`src/rtl/rca_pipelined_addsub.sv`:
```
// Pipelined ripple-carry adder/subtractor: the WIDTH-bit carry chain is cut into
// STAGES registered segments, with valid/ready flow control on both sides.
module rca_pipelined_addsub #(
   parameter int WIDTH  = 26,
   parameter int STAGES = 2
) (
   input  logic             i_clk,
   input  logic             i_rst_n,
   input  logic             i_valid,
   output logic             o_ready,
   input  logic [WIDTH-1:0] i_add_term1,
   input  logic [WIDTH-1:0] i_add_term2,
   input  logic             i_carry,
   input  logic             i_sub,
   output logic             o_valid,
   input  logic             i_ready,
   output logic [WIDTH:0]   o_result,
   output logic             o_overflow
);
   localparam int CHUNK = (WIDTH + STAGES - 1) / STAGES;
   localparam int LAST  = STAGES - 1;

   logic [STAGES-1:0] v_all;
   logic [STAGES:0]   rdy;

   // Ready ripples back from the sink; an empty stage always accepts, so bubbles collapse.
   always_comb begin
      rdy         = '0;
      rdy[STAGES] = i_ready;
      for (int k = STAGES - 1; k >= 0; k--) begin
         rdy[k] = !v_all[k] || rdy[k + 1];
      end
   end

   genvar gi;
   generate
      for (gi = 0; gi < STAGES; gi++) begin : g_stage
         // Clamped bounds: with uneven splits the trailing segments may be empty.
         localparam int LO = (gi * CHUNK < WIDTH) ? gi * CHUNK : WIDTH;
         localparam int HI = ((gi + 1) * CHUNK < WIDTH) ? (gi + 1) * CHUNK : WIDTH;

         logic             v_in;
         logic [WIDTH-1:0] a_in;
         logic [WIDTH-1:0] b_in;
         logic [WIDTH-1:0] s_in;
         logic             c_in;
         logic             cm_in;
         logic [WIDTH-1:0] s_next;
         logic             c_next;
         logic             cm_next;
         logic             v_reg;
         logic [WIDTH-1:0] s_reg;
         logic             c_reg;
         logic             cm_reg;

         if (gi == 0) begin : g_src
            // Subtract is folded in here: B is inverted and carry-in forced high.
            assign v_in  = i_valid;
            assign a_in  = i_add_term1;
            assign b_in  = i_sub ? ~i_add_term2 : i_add_term2;
            assign s_in  = '0;
            assign c_in  = i_sub | i_carry;
            assign cm_in = 1'b0;
         end else begin : g_src
            assign v_in  = g_stage[gi-1].v_reg;
            assign a_in  = g_stage[gi-1].g_fwd.a_reg;
            assign b_in  = g_stage[gi-1].g_fwd.b_reg;
            assign s_in  = g_stage[gi-1].s_reg;
            assign c_in  = g_stage[gi-1].c_reg;
            assign cm_in = g_stage[gi-1].cm_reg;
         end

         always_comb begin
            s_next  = s_in;
            cm_next = cm_in;
            c_next  = c_in;
            for (int i = LO; i < HI; i++) begin
               if (i == WIDTH - 1) cm_next = c_next;
               s_next[i] = a_in[i] ^ b_in[i] ^ c_next;
               c_next    = (a_in[i] & b_in[i]) | (c_next & (a_in[i] ^ b_in[i]));
            end
         end

         always_ff @(posedge i_clk or negedge i_rst_n) begin
            if (!i_rst_n) begin
               v_reg  <= 1'b0;
               s_reg  <= '0;
               c_reg  <= 1'b0;
               cm_reg <= 1'b0;
            end else if (rdy[gi]) begin
               v_reg  <= v_in;
               s_reg  <= s_next;
               c_reg  <= c_next;
               cm_reg <= cm_next;
            end
         end

         assign v_all[gi] = v_reg;

         // Operand bits still to be added only need carrying to a following stage.
         if (gi < LAST) begin : g_fwd
            logic [WIDTH-1:0] a_reg;
            logic [WIDTH-1:0] b_reg;

            always_ff @(posedge i_clk or negedge i_rst_n) begin
               if (!i_rst_n) begin
                  a_reg <= '0;
                  b_reg <= '0;
               end else if (rdy[gi]) begin
                  a_reg <= a_in;
                  b_reg <= b_in;
               end
            end
         end
      end
   endgenerate

   assign o_ready    = rdy[0];
   assign o_valid    = g_stage[LAST].v_reg;
   assign o_result   = {g_stage[LAST].c_reg, g_stage[LAST].s_reg};
   assign o_overflow = g_stage[LAST].c_reg ^ g_stage[LAST].cm_reg;

endmodule

```
`config.mk`:
```
export PLATFORM = sky130hd
export DESIGN_NAME = rca_pipelined_addsub
export DESIGN_NICKNAME = d
export VERILOG_FILES = /design/src/rtl/rca_pipelined_addsub.sv
export SDC_FILE = /design/constraint.sdc
export NUM_CORES = 1
export LEC_CHECK = 0
export CAP_MARGIN = 5
export CORE_AREA = 2 2 88 90
export DETAILED_ROUTE_END_ITERATION = 12
export DIE_AREA = 0 0 90 92
export GPL_ROUTABILITY_DRIVEN = 0
export PLACE_DENSITY_LB_ADDON = 0.1
export SETUP_SLACK_MARGIN = 0.2
export SLEW_MARGIN = 20
export SYNTH_ARGS = -nofsm -noshare
export SYNTH_HDL_FRONTEND = slang
export SYNTH_SLANG_ARGS = --single-unit
export TNS_END_PERCENT = 5
```
`constraint.sdc`:
```
create_clock -name i_clk -period 7.35 [get_ports i_clk]
set_input_delay 1.47 -clock i_clk [delete_from_list [all_inputs] [get_ports i_clk]]
set_output_delay 1.47 -clock i_clk [all_outputs]
set_load 0.01 [all_outputs]
```
Word-level counts from Yosys, hierarchy flattened. Index checks and enable logic that the tools add are counted.

Memories kept: 0. Bits in read-only memories: 0. Latch bits: 0. Input bits: 58. Bits in writable memories: 0. Bits in registers: 96. Logic and storage cells: 147.

Shift operators: 0. Multiply operators: 0. Add/sub/neg operators: 0. Mux-type cells: 1. Div/mod/pow operators: 0. Order comparisons: 0. Bitwise logic cells: 133. Reductions and logical operators: 4. Equal/unequal tests: 0.

Operators with widths (count): $xor 1x1->1 (53); $and 1x1->1 (52); $or 1x1->1 (27); $mux 26 (1); $not 26->26 (1); $logic_not 1->1 (2); $logic_or 1x1->1 (2).

Logic depth before layout (Yosys ltp). Gate-level depths: netlist of run 1.

Depth after elaboration: 29. Mapped depth: 19. Gate-level depth less buffers: 18.

Worst setup path before layout of run 1. Ideal clock, no wire load.

Kind: input-to-reg. Start point: input port i_sub. End point: register g_stage[0].s_reg[12]. Path buffers: 3. Stages: 19. Setup time: 125 ps. Arrival time: 7371 ps. Setup slack: -146 ps. Cells stage by stage: buf_4 -> buf_4 -> buf_6 -> xnor2_1 -> fa_1 -> fa_1 -> fa_1 -> fa_1 -> fa_1 -> fa_1 -> fa_1 -> fa_1 -> fa_1 -> fa_1 -> fa_1 -> fa_1 -> inv_1 -> fa_1 -> mux2_2.

Word-level cells in the longest chain between the ends: 27.

RTL lines: start, declared (line 14) `input logic i_sub,`; $mux 26 (line 60) `assign b_in = i_sub ? ~i_add_term2 : i_add_term2;`; $xor 1x1->1 (line 80) `c_next = (a_in[i] & b_in[i]) | (c_next & (a_in[i] ^ b_in[i]));`; $and 1x1->1 (line 80); $or 1x1->1 (line 80); $and 1x1->1 (line 80); $or 1x1->1 (line 80); $and 1x1->1 (line 80); $or 1x1->1 (line 80); [12 not listed]; $and 1x1->1 (line 80); $or 1x1->1 (line 80); $and 1x1->1 (line 80); $or 1x1->1 (line 80); $and 1x1->1 (line 80); $or 1x1->1 (line 80); $xor 1x1->1 * (line 79) `s_next[i] = a_in[i] ^ b_in[i] ^ c_next;`; named net g_stage[0].s_next[12] (line 48) `logic [WIDTH-1:0] s_next;`; end signal, assigned (line 92) `s_reg <= s_next;`; end, declared (line 52) `logic [WIDTH-1:0] s_reg;`.

The timed path passes the listed nets; every way through them passes the cells marked *. A chain may end at the register's enable or synchronous reset.

Worst setup path in the final report of run 1.
Start point: input port i_add_term2[0]. End point: register g_stage[0].s_reg[12].

Word-level cells in the longest chain between the ends: 28.

RTL lines: start, declared (line 12) `input logic [WIDTH-1:0] i_add_term2,`; $not 26->26 (line 60); $mux 26 * (line 60); $xor 1x1->1 (line 80); $and 1x1->1 (line 80); $or 1x1->1 * (line 80); $and 1x1->1 * (line 80); $or 1x1->1 * (line 80); $and 1x1->1 * (line 80); [13 not listed]; $and 1x1->1 * (line 80); $or 1x1->1 * (line 80); $and 1x1->1 * (line 80); $or 1x1->1 * (line 80); $and 1x1->1 * (line 80); $or 1x1->1 * (line 80); $xor 1x1->1 * (line 79); named net g_stage[0].s_next[12] (line 48).

Marks and branches as above.

==> results.py, run 1 <==
metrics = {
    "outcome": {
        "status": "finished clean",
    },
    "synth": {
        "ys_ff_latch": 70,
        "ys_types": 17,
        "synth.most_common_cell": "dfrtp_1",
        "synth_nets": 326,
        "syn_inst": 242,
        "ys_seq_area_share_pct": 49.5,
        "synthArstFlopShare_pct": 100,
        "yosys_warnings": 0,
        "avgSynthCellArea_um2": 14.6,
        "syn_area_mm2": 0.00354,
        "synth_flop_cell": "dfrtp_1",
        "yosys-top-cells-count": "dfrtp_1 (70), inv_1 (33), fa_1 (26), mux2_2 (24), mux2_1 (21)",
        "post-synth-top-area-fraction_pct": 49.5,
        "synth.area.top_cells": "dfrtp_1 (50%), fa_1 (15%), mux2_2 (7.6%)",
        "synth_edf_count": 0,
        "synth_largest_area_cell": "dfrtp_1",
    },
    "cts": {
        "worst_skew_pair.late_latency_ns": 0.33,
        "clock-sinks": 70,
        "cts_buffer_depth": 2,
        "root_buffer": "clkbuf_8",
        "cts_tree": "done",
        "hold_buffers": 0,
        "htree_levels": 3,
        "post_cts_resized": 0,
        "path_clk_slew_ns": 0.07,
        "cts_buffers": 9,
        "post_cts_buffers": 0,
    },
    "grt": {
        "grt_first_pass_wirelength_mm": 10.5,
        "grt_max_degree": 71,
        "first_global_vias": 2166,
        "grt_overflow_total": 0,
        "antenna_found_initial": 0,
        "grtUsageTotal_pct": 16.4,
    },
    "timing": {
        "drv_slew": 0,
        "finalSetupViolations": 0,
        "worst_pin_slew_ns": 0.865,
        "finalCritPeriodShare_pct": 93.8,
        "fmax_mhz": 145,
        "finalSetupTns_ns": 0,
        "holdWs_ns": 0.493,
        "rsz0062_at_grt": "no",
        "finClkSkew_ns": 0.00878,
        "max-slew-margin-rel_pct": 42.3,
        "fin_crit_ns": 6.90,
        "hold_viol_final": 0,
    },
    "worst_setup_path": {
        "crit_path_start_kind": "input port",
        "worstPathCellList": "clkdlybuf4s50_1, xnor2_1, fa_1, fa_1, fa_1, fa_2, fa_2, fa_2, fa_2, fa_2, fa_2, fa_2, fa_2, fa_1, inv_1, fa_1, mux2_2",
        "path_buf_inv": 2,
        "max_stage_delay_ns": 0.42,
        "cp_data_required_time_ns": 7.56,
        "timing.rr.start": "g_stage[0].c_reg$_DFFE_PN0P_",
        "path_common_cell": "fa_2",
        "path_class": "input port to flip-flop",
        "crit_fanout": 1,
        "slowest_stage": "fa_1",
        "r2r_cells": 18,
        "cp_top_family": "adder cells",
        "startpoint": "i_add_term2[0]",
        "critPathArrivalTime_ns": 7.11,
        "rrSetupSlack_ns": 1.49,
        "reg2reg_to": "g_stage[1].s_reg[25]$_DFFE_PN0P_",
        "end_kind": "flip-flop",
    },
    "final_layout": {
        "drive_gt1_share_pct": 17.9,
        "final_cells": 437,
        "antennaDiodeCount": 0,
        "area_delta_synth_final_pct": 33.8,
        "fin_nets": 414,
        "largest_register_ffs": 39,
        "fillCellCount": 625,
    },
    "power_and_ir_drop": {
        "p_sw_mw": 0.374,
        "ir_drop_uv": 122,
        "power_density_mw_per_mm2": 294,
        "p_leak_nw": 2.11,
        "p_sw_share_pct": 26.9,
        "seqPwrFrac_pct": 40.3,
        "clkPwrFrac_pct": 27.9,
        "p_comb_share_pct": 31.9,
        "p_int_mw": 1.02,
    },
    "detailed_routing": {
        "drtAntennaViolNets": 0,
        "drt_iter0_markers": 72,
        "drcViolationCount": 0,
        "wl_per_cell_um": 14.2,
        "firstDrtPassIters": 4,
        "vias_per_cell": 4.61,
        "vias": 2013,
        "drt_wl_total_mm": 6.19,
    },
    "place": {
        "dpl.hpwl_mm": 4.34,
        "placedCellCount": 421,
        "portBuffers": 87,
    },
    "floorplan": {
        "rows": 32,
        "die_w_um": 90,
        "io_pins": 88,
        "coreArea_mm2": 0.00745,
        "start_util_pct": 47.5,
        "dieArea_mm2": 0.00828,
        "die_h_um": 92,
    },
    "hold_path": {
        "whs_path_depth": 1,
        "hp-start": "g_stage[0].g_fwd.a_reg[24]$_DFFE_PN0P_",
        "hold_class": "flip-flop to flip-flop",
        "holdPathEnd": "g_stage[0].g_fwd.a_reg[24]$_DFFE_PN0P_",
    },
    "run": {
        "cap_violations": 0,
    },
}
==> worst reg2reg max path, cell delays in order, from the launching register on <==
cell,delay (ns)
dfrtp_1,0.39
inv_1,0.09
fa_1,0.17
inv_1,0.06
fa_1,0.41
fa_1,0.41
fa_1,0.39
fa_1,0.42
fa_1,0.40
fa_1,0.40
fa_1,0.39
fa_1,0.39
fa_1,0.40
fa_1,0.39
inv_1,0.09
fa_1,0.20
inv_1,0.07
fa_1,0.43
mux2_2,0.27
==> power groups by stage <==
stage / clock [mW] / combinational (mW) / sequential [mW]
6_report: 0.388 / 0.443 / 0.560
5_1_grt: 0.415 / 0.487 / 0.576
4_1_cts: 0.397 / 0.453 / 0.561
3_5_place_dp: 0 / 0.452 / 0.567
3_3_place_gp: 0 / 0.439 / 0.564
2_1_floorplan: 0 / 0.202 / 0.587
==> final cells by class <==
| class | instances | area, um2 | share of cell area (%) |
|---|---|---|---|
| Inverter | 33 | 124 | 2.62 |
| Multi-Input combinational cell | 128 | 1600 | 33.8 |
| Tap cell | 102 | 128 | 2.70 |
| Clock inverter | 5 | 105 | 2.22 |
| Timing Repair Buffer | 88 | 871 | 18.4 |
| Sequential cell | 70 | 1750 | 37.0 |
| Clock buffer | 11 | 151 | 3.20 |
==> cells in the final DEF, fill, tap and decap left out, types with 2 or more instances in the layout <==
cell type / instances
clkbuf_8: 11
nor3b_1: 2
xor2_1: 13
mux2_1: 21
fa_2: 8
dfrtp_1: 70
bufinv_16: 3
mux2_4: 7
mux2_2: 24
inv_1: 33
mux2i_1: 14
a21oi_1: 2
nand2b_1: 2
xnor2_1: 14
buf_4: 2
clkinvlp_4: 2
fa_1: 18
clkdlybuf4s50_1: 85
==> cell families (layout without fill, tap and decap cells) <==
kind of cell / after synthesis / count (layout) / share of synthesized area, %
and+or+nand+nor: 7 / 7 / 1.63
adders and majority gates: 26 / 26 / 14.7
xor gates and xnor gates: 27 / 27 / 6.69
DFF: 70 / 70 / 49.5
AOI/OAI and AO/OA: 2 / 2 / 0.283
buffers and inverters: 44 / 137 / 5.87
muxes: 66 / 66 / 21.3
==> per-stage QoR <==
stage               utilization, %  power (mW)  area (um2)  setup slack, ns
floorplan                        -       0.789        3560            0.213
CTS                           63.5        1.41        4730            0.412
global route                  63.5        1.48        4730            0.321
finish                        63.5        1.39        4730            0.453
detailed placement            60.1        1.02        4470           0.0541
global placement              60.1        1.00        4470            0.159
==> worst max path at each step <==
stage	end	slack, ns	cells past startpoint
CTS	g_stage[0].s_reg[12]$_DFFE_PN0P_	0.41	17
global placement	g_stage[0].s_reg[12]$_DFFE_PN0P_	0.16	17
global route	g_stage[0].s_reg[12]$_DFFE_PN0P_	0.32	17
detailed placement	g_stage[0].s_reg[12]$_DFFE_PN0P_	0.05	17
floorplan	g_stage[0].s_reg[12]$_DFFE_PN0P_	0.21	19
finish	g_stage[0].s_reg[12]$_DFFE_PN0P_	0.45	17
==> per-layer routing <==
metal  track usage (%)  wire, um
met1              20.5      2660
met2              28.3      3210
met3              3.12       256
met4              6.92        65
met5                 0         0
No activity file was read; power rests on OpenSTA's default activity.
==> run 2, diff against run 1 <==
--- a/config.mk
+++ b/config.mk
@@ -7,12 +7,12 @@
 export LEC_CHECK = 0
 export CAP_MARGIN = 5
 export CORE_AREA = 2 2 88 90
+export CTS_CLUSTER_SIZE = 40
 export DETAILED_ROUTE_END_ITERATION = 12
 export DIE_AREA = 0 0 90 92
 export GPL_ROUTABILITY_DRIVEN = 0
 export PLACE_DENSITY_LB_ADDON = 0.1
 export SETUP_SLACK_MARGIN = 0.2
-export SLEW_MARGIN = 20
 export SYNTH_ARGS = -nofsm -noshare
 export SYNTH_HDL_FRONTEND = slang
 export SYNTH_SLANG_ARGS = --single-unit
==> results of run 2 <==
The final DEF is identical to that of run 1; final timing and power are the same.
==> run 3, diff against run 2 <==
--- a/config.mk
+++ b/config.mk
@@ -5,11 +5,12 @@
 export SDC_FILE = /design/constraint.sdc
 export NUM_CORES = 1
 export LEC_CHECK = 0
+export ABC_AREA = 1
 export CAP_MARGIN = 5
-export CORE_AREA = 2 2 88 90
+export CORE_AREA = 2 2 89 91
 export CTS_CLUSTER_SIZE = 40
 export DETAILED_ROUTE_END_ITERATION = 12
-export DIE_AREA = 0 0 90 92
+export DIE_AREA = 0 0 91 93
 export GPL_ROUTABILITY_DRIVEN = 0
 export PLACE_DENSITY_LB_ADDON = 0.1
 export SETUP_SLACK_MARGIN = 0.2
==> results.py, run 3 <==
metrics = {
    "outcome": {
        "status": "finished clean",
    },
    "synth": {
        "synth_nets": 513,
        "yosys_warnings": 0,
        "ys_seq_area_share_pct": 47.5,
        "syn_area_mm2": 0.00369,
        "synth_largest_area_cell": "dfrtp_1",
        "avgSynthCellArea_um2": 8.59,
        "synthArstFlopShare_pct": 100,
        "synth.area.top_cells": "dfrtp_1 (48%), nand2_1 (20%), fa_1 (14%)",
        "ys_types": 15,
        "syn_inst": 429,
        "yosys-top-cells-count": "nand2_1 (198), dfrtp_1 (70), inv_1 (49), nand3_1 (41), fa_1 (26)",
        "post-synth-top-area-fraction_pct": 47.5,
        "synth_flop_cell": "dfrtp_1",
        "ys_ff_latch": 70,
        "synth_edf_count": 0,
        "synth.most_common_cell": "nand2_1",
    },
    "grt": {
        "grt_overflow_total": 0,
        "grt.busiest_layer": "met1",
        "grt_first_pass_wirelength_mm": 13.0,
        "use_met1_pct": 29.1,
        "first_global_vias": 2757,
        "grtUsageMet3_pct": 3.46,
        "antenna_found_initial": 0,
        "grtUsageTotal_pct": 19.5,
        "grt_use_met2_pct": 28.2,
        "grt_max_degree": 74,
    },
    "worst_setup_path": {
        "cp_top_family": "adder cells",
        "rrSetupSlack_ns": 1.68,
        "cp_data_required_time_ns": 7.57,
        "path_buf_inv": 2,
        "slowest_stage": "fa_1",
        "crit_path_start_kind": "input port",
        "worstPathCellList": "clkdlybuf4s50_1, xnor2_1, fa_1, fa_1, fa_2, fa_2, fa_1, fa_2, fa_2, fa_1, fa_1, fa_2, fa_1, fa_1, inv_1, fa_1, nand2_1, nand2_1",
        "end_kind": "flip-flop",
        "path_common_cell": "fa_1",
        "crit_fanout": 1,
        "max_stage_delay_ns": 0.42,
        "critPathArrivalTime_ns": 7.14,
        "path_class": "input port to flip-flop",
    },
    "cts": {
        "htree_levels": 3,
        "cts_buffers": 9,
        "clock-sinks": 70,
        "cts_tree": "done",
        "worst_skew_pair.late_latency_ns": 0.33,
        "root_buffer": "clkbuf_8",
        "cts_buffer_depth": 2,
        "path_clk_slew_ns": 0.07,
        "post_cts_buffers": 0,
    },
    "detailed_routing": {
        "wl_per_cell_um": 12.3,
        "vias": 2840,
        "drt_wl_total_mm": 7.59,
        "drtAntennaViolNets": 0,
        "vias_per_cell": 4.61,
        "drcViolationCount": 0,
        "drt_iter0_markers": 141,
        "firstDrtPassIters": 4,
    },
    "timing": {
        "worst_pin_slew_ns": 0.868,
        "rsz0062_at_grt": "no",
        "fmax_mhz": 145,
        "drv_slew": 0,
        "finClkSkew_ns": 0.00860,
        "finalCritPeriodShare_pct": 94.1,
        "finalSetupViolations": 0,
        "max-slew-margin-rel_pct": 42.1,
        "fin_crit_ns": 6.92,
        "finalSetupTns_ns": 0,
        "hold_viol_final": 0,
        "holdWs_ns": 0.469,
    },
    "floorplan": {
        "coreArea_mm2": 0.00753,
        "die_w_um": 91,
        "rows": 32,
        "die_h_um": 93,
        "dieArea_mm2": 0.00846,
        "start_util_pct": 49.0,
        "io_pins": 88,
    },
    "run": {
        "cap_violations": 0,
    },
    "final_layout": {
        "fillCellCount": 678,
        "fin_nets": 594,
        "layout.cells.most_common": "nand2_1",
        "ff_latch_area_mm2": 0.00175,
        "area_delta_synth_final_pct": 30.0,
        "antennaDiodeCount": 0,
        "final_cell_mix": "nand2_1 (198), clkdlybuf4s50_1 (85), dfrtp_1 (70)",
        "largest_register_ffs": 39,
        "multiInputGateArea_mm2": 0.00164,
        "drive_gt1_share_pct": 5.45,
    },
    "place": {
        "dpl.hpwl_mm": 5.27,
        "portBuffers": 87,
    },
    "power_and_ir_drop": {
        "p_leak_nw": 2.49,
        "ir_drop_uv": 81.8,
        "power_density_mw_per_mm2": 245,
    },
    "hold_path": {
        "hold_class": "flip-flop to flip-flop",
    },
}
## run 3: changes by cell type after synthesis, moves of 11 or more
cell and change:
nand2_1 +198, nand3_1 +41, mux2_2 -24, mux2_1 -21, inv_1 +16, mux2i_1 -14, buf_2 +13, xor2_1 -11
## run 3: routing by layer
metal  share of wire [%]  vias to the layer above
li1                    -                     1433
met1                  49                     1313
met2                  43                       87
met3                 5.9                        7
met4                 1.6                        0
met5                   0                        -
## run 3: final cells by class
type,count,area share (%)
Sequential cell,70,36.6
Tap cell,102,2.66
Clock buffer,14,3.39
Timing Repair Buffer,93,19.1
Clock inverter,1,0.104
Inverter,51,3.99
Multi-Input combinational cell,285,34.2
## run 3: worst paths after layout
| kind | startpoint | to | depth (start not counted) |
|---|---|---|---|
| hold / removal | g_stage[0].s_reg[6]$_DFFE_PN0P_ | g_stage[1].s_reg[6]$_DFFE_PN0P_ | 2 |
| setup reg to reg | g_stage[0].c_reg$_DFFE_PN0P_ | g_stage[1].s_reg[25]$_DFFE_PN0P_ | 19 |
| hold reg to reg | g_stage[0].s_reg[6]$_DFFE_PN0P_ | g_stage[1].s_reg[6]$_DFFE_PN0P_ | 2 |
| setup / recovery | i_add_term2[0] | g_stage[0].s_reg[12]$_DFFE_PN0P_ | 18 |
| min in group asynchronous | i_rst_n | g_stage[1].s_reg[11]$_DFFE_PN0P_ | 2 |
| max in group asynchronous | i_rst_n | g_stage[0].g_fwd.a_reg[20]$_DFFE_PN0P_ | 2 |
## run 3: tightest hold or removal path, stage by stage (launching register included)
cell     delay (ns)
dfrtp_1        0.34
nand2_1        0.05
nand2_1        0.04
## run 3: logic make-up (layout without fill, tap and decap cells)
| kind of cell | Yosys count | count (layout) | synth area share [%] |
|---|---|---|---|
| AO/OA/AOI/OAI | 3 | 3 | 0.407 |
| XOR/XNOR | 14 | 14 | 3.33 |
| adder cells (fa/ha/maj) | 26 | 26 | 14.1 |
| buffers and inverters | 74 | 159 | 8.32 |
| flip-flops | 70 | 70 | 47.5 |
| AND/OR/NAND/NOR | 242 | 242 | 26.3 |
## run 3: through the flow
stage / setup WS (ns) / instance area, um2 / std cells / util, % / total power, mW
2_1_floorplan: 0.235 / 3690 / 429 / - / 0.724
3_3_place_gp: -0.151 / 4610 / 601 / 61.3 / 0.906
3_5_place_dp: -0.205 / 4610 / 601 / 61.3 / 0.916
4_1_cts: 0.208 / 4780 / 616 / 63.5 / 1.19
5_1_grt: 0.242 / 4790 / 616 / 63.7 / 1.26
6_report: 0.434 / 4790 / 616 / 63.7 / 1.17
## run 3: what timing repair did
action | in CTS | in global routing
gates resized for setup | 1 | 4
gates cloned | 0 | 0
endpoints found under the hold margin | 0 | 0
pin swaps | 0 | 0
hold buffers | 0 | 0
endpoints found under the setup margin | 1 | 1
## run 3: where the power goes
part / internal (mW) / leakage [nW] / switching [mW]
Combinational: 0.197 / 1.56 / 0.178
Clock: 0.139 / 0.0865 / 0.129
Sequential: 0.474 / 0.841 / 0.0550
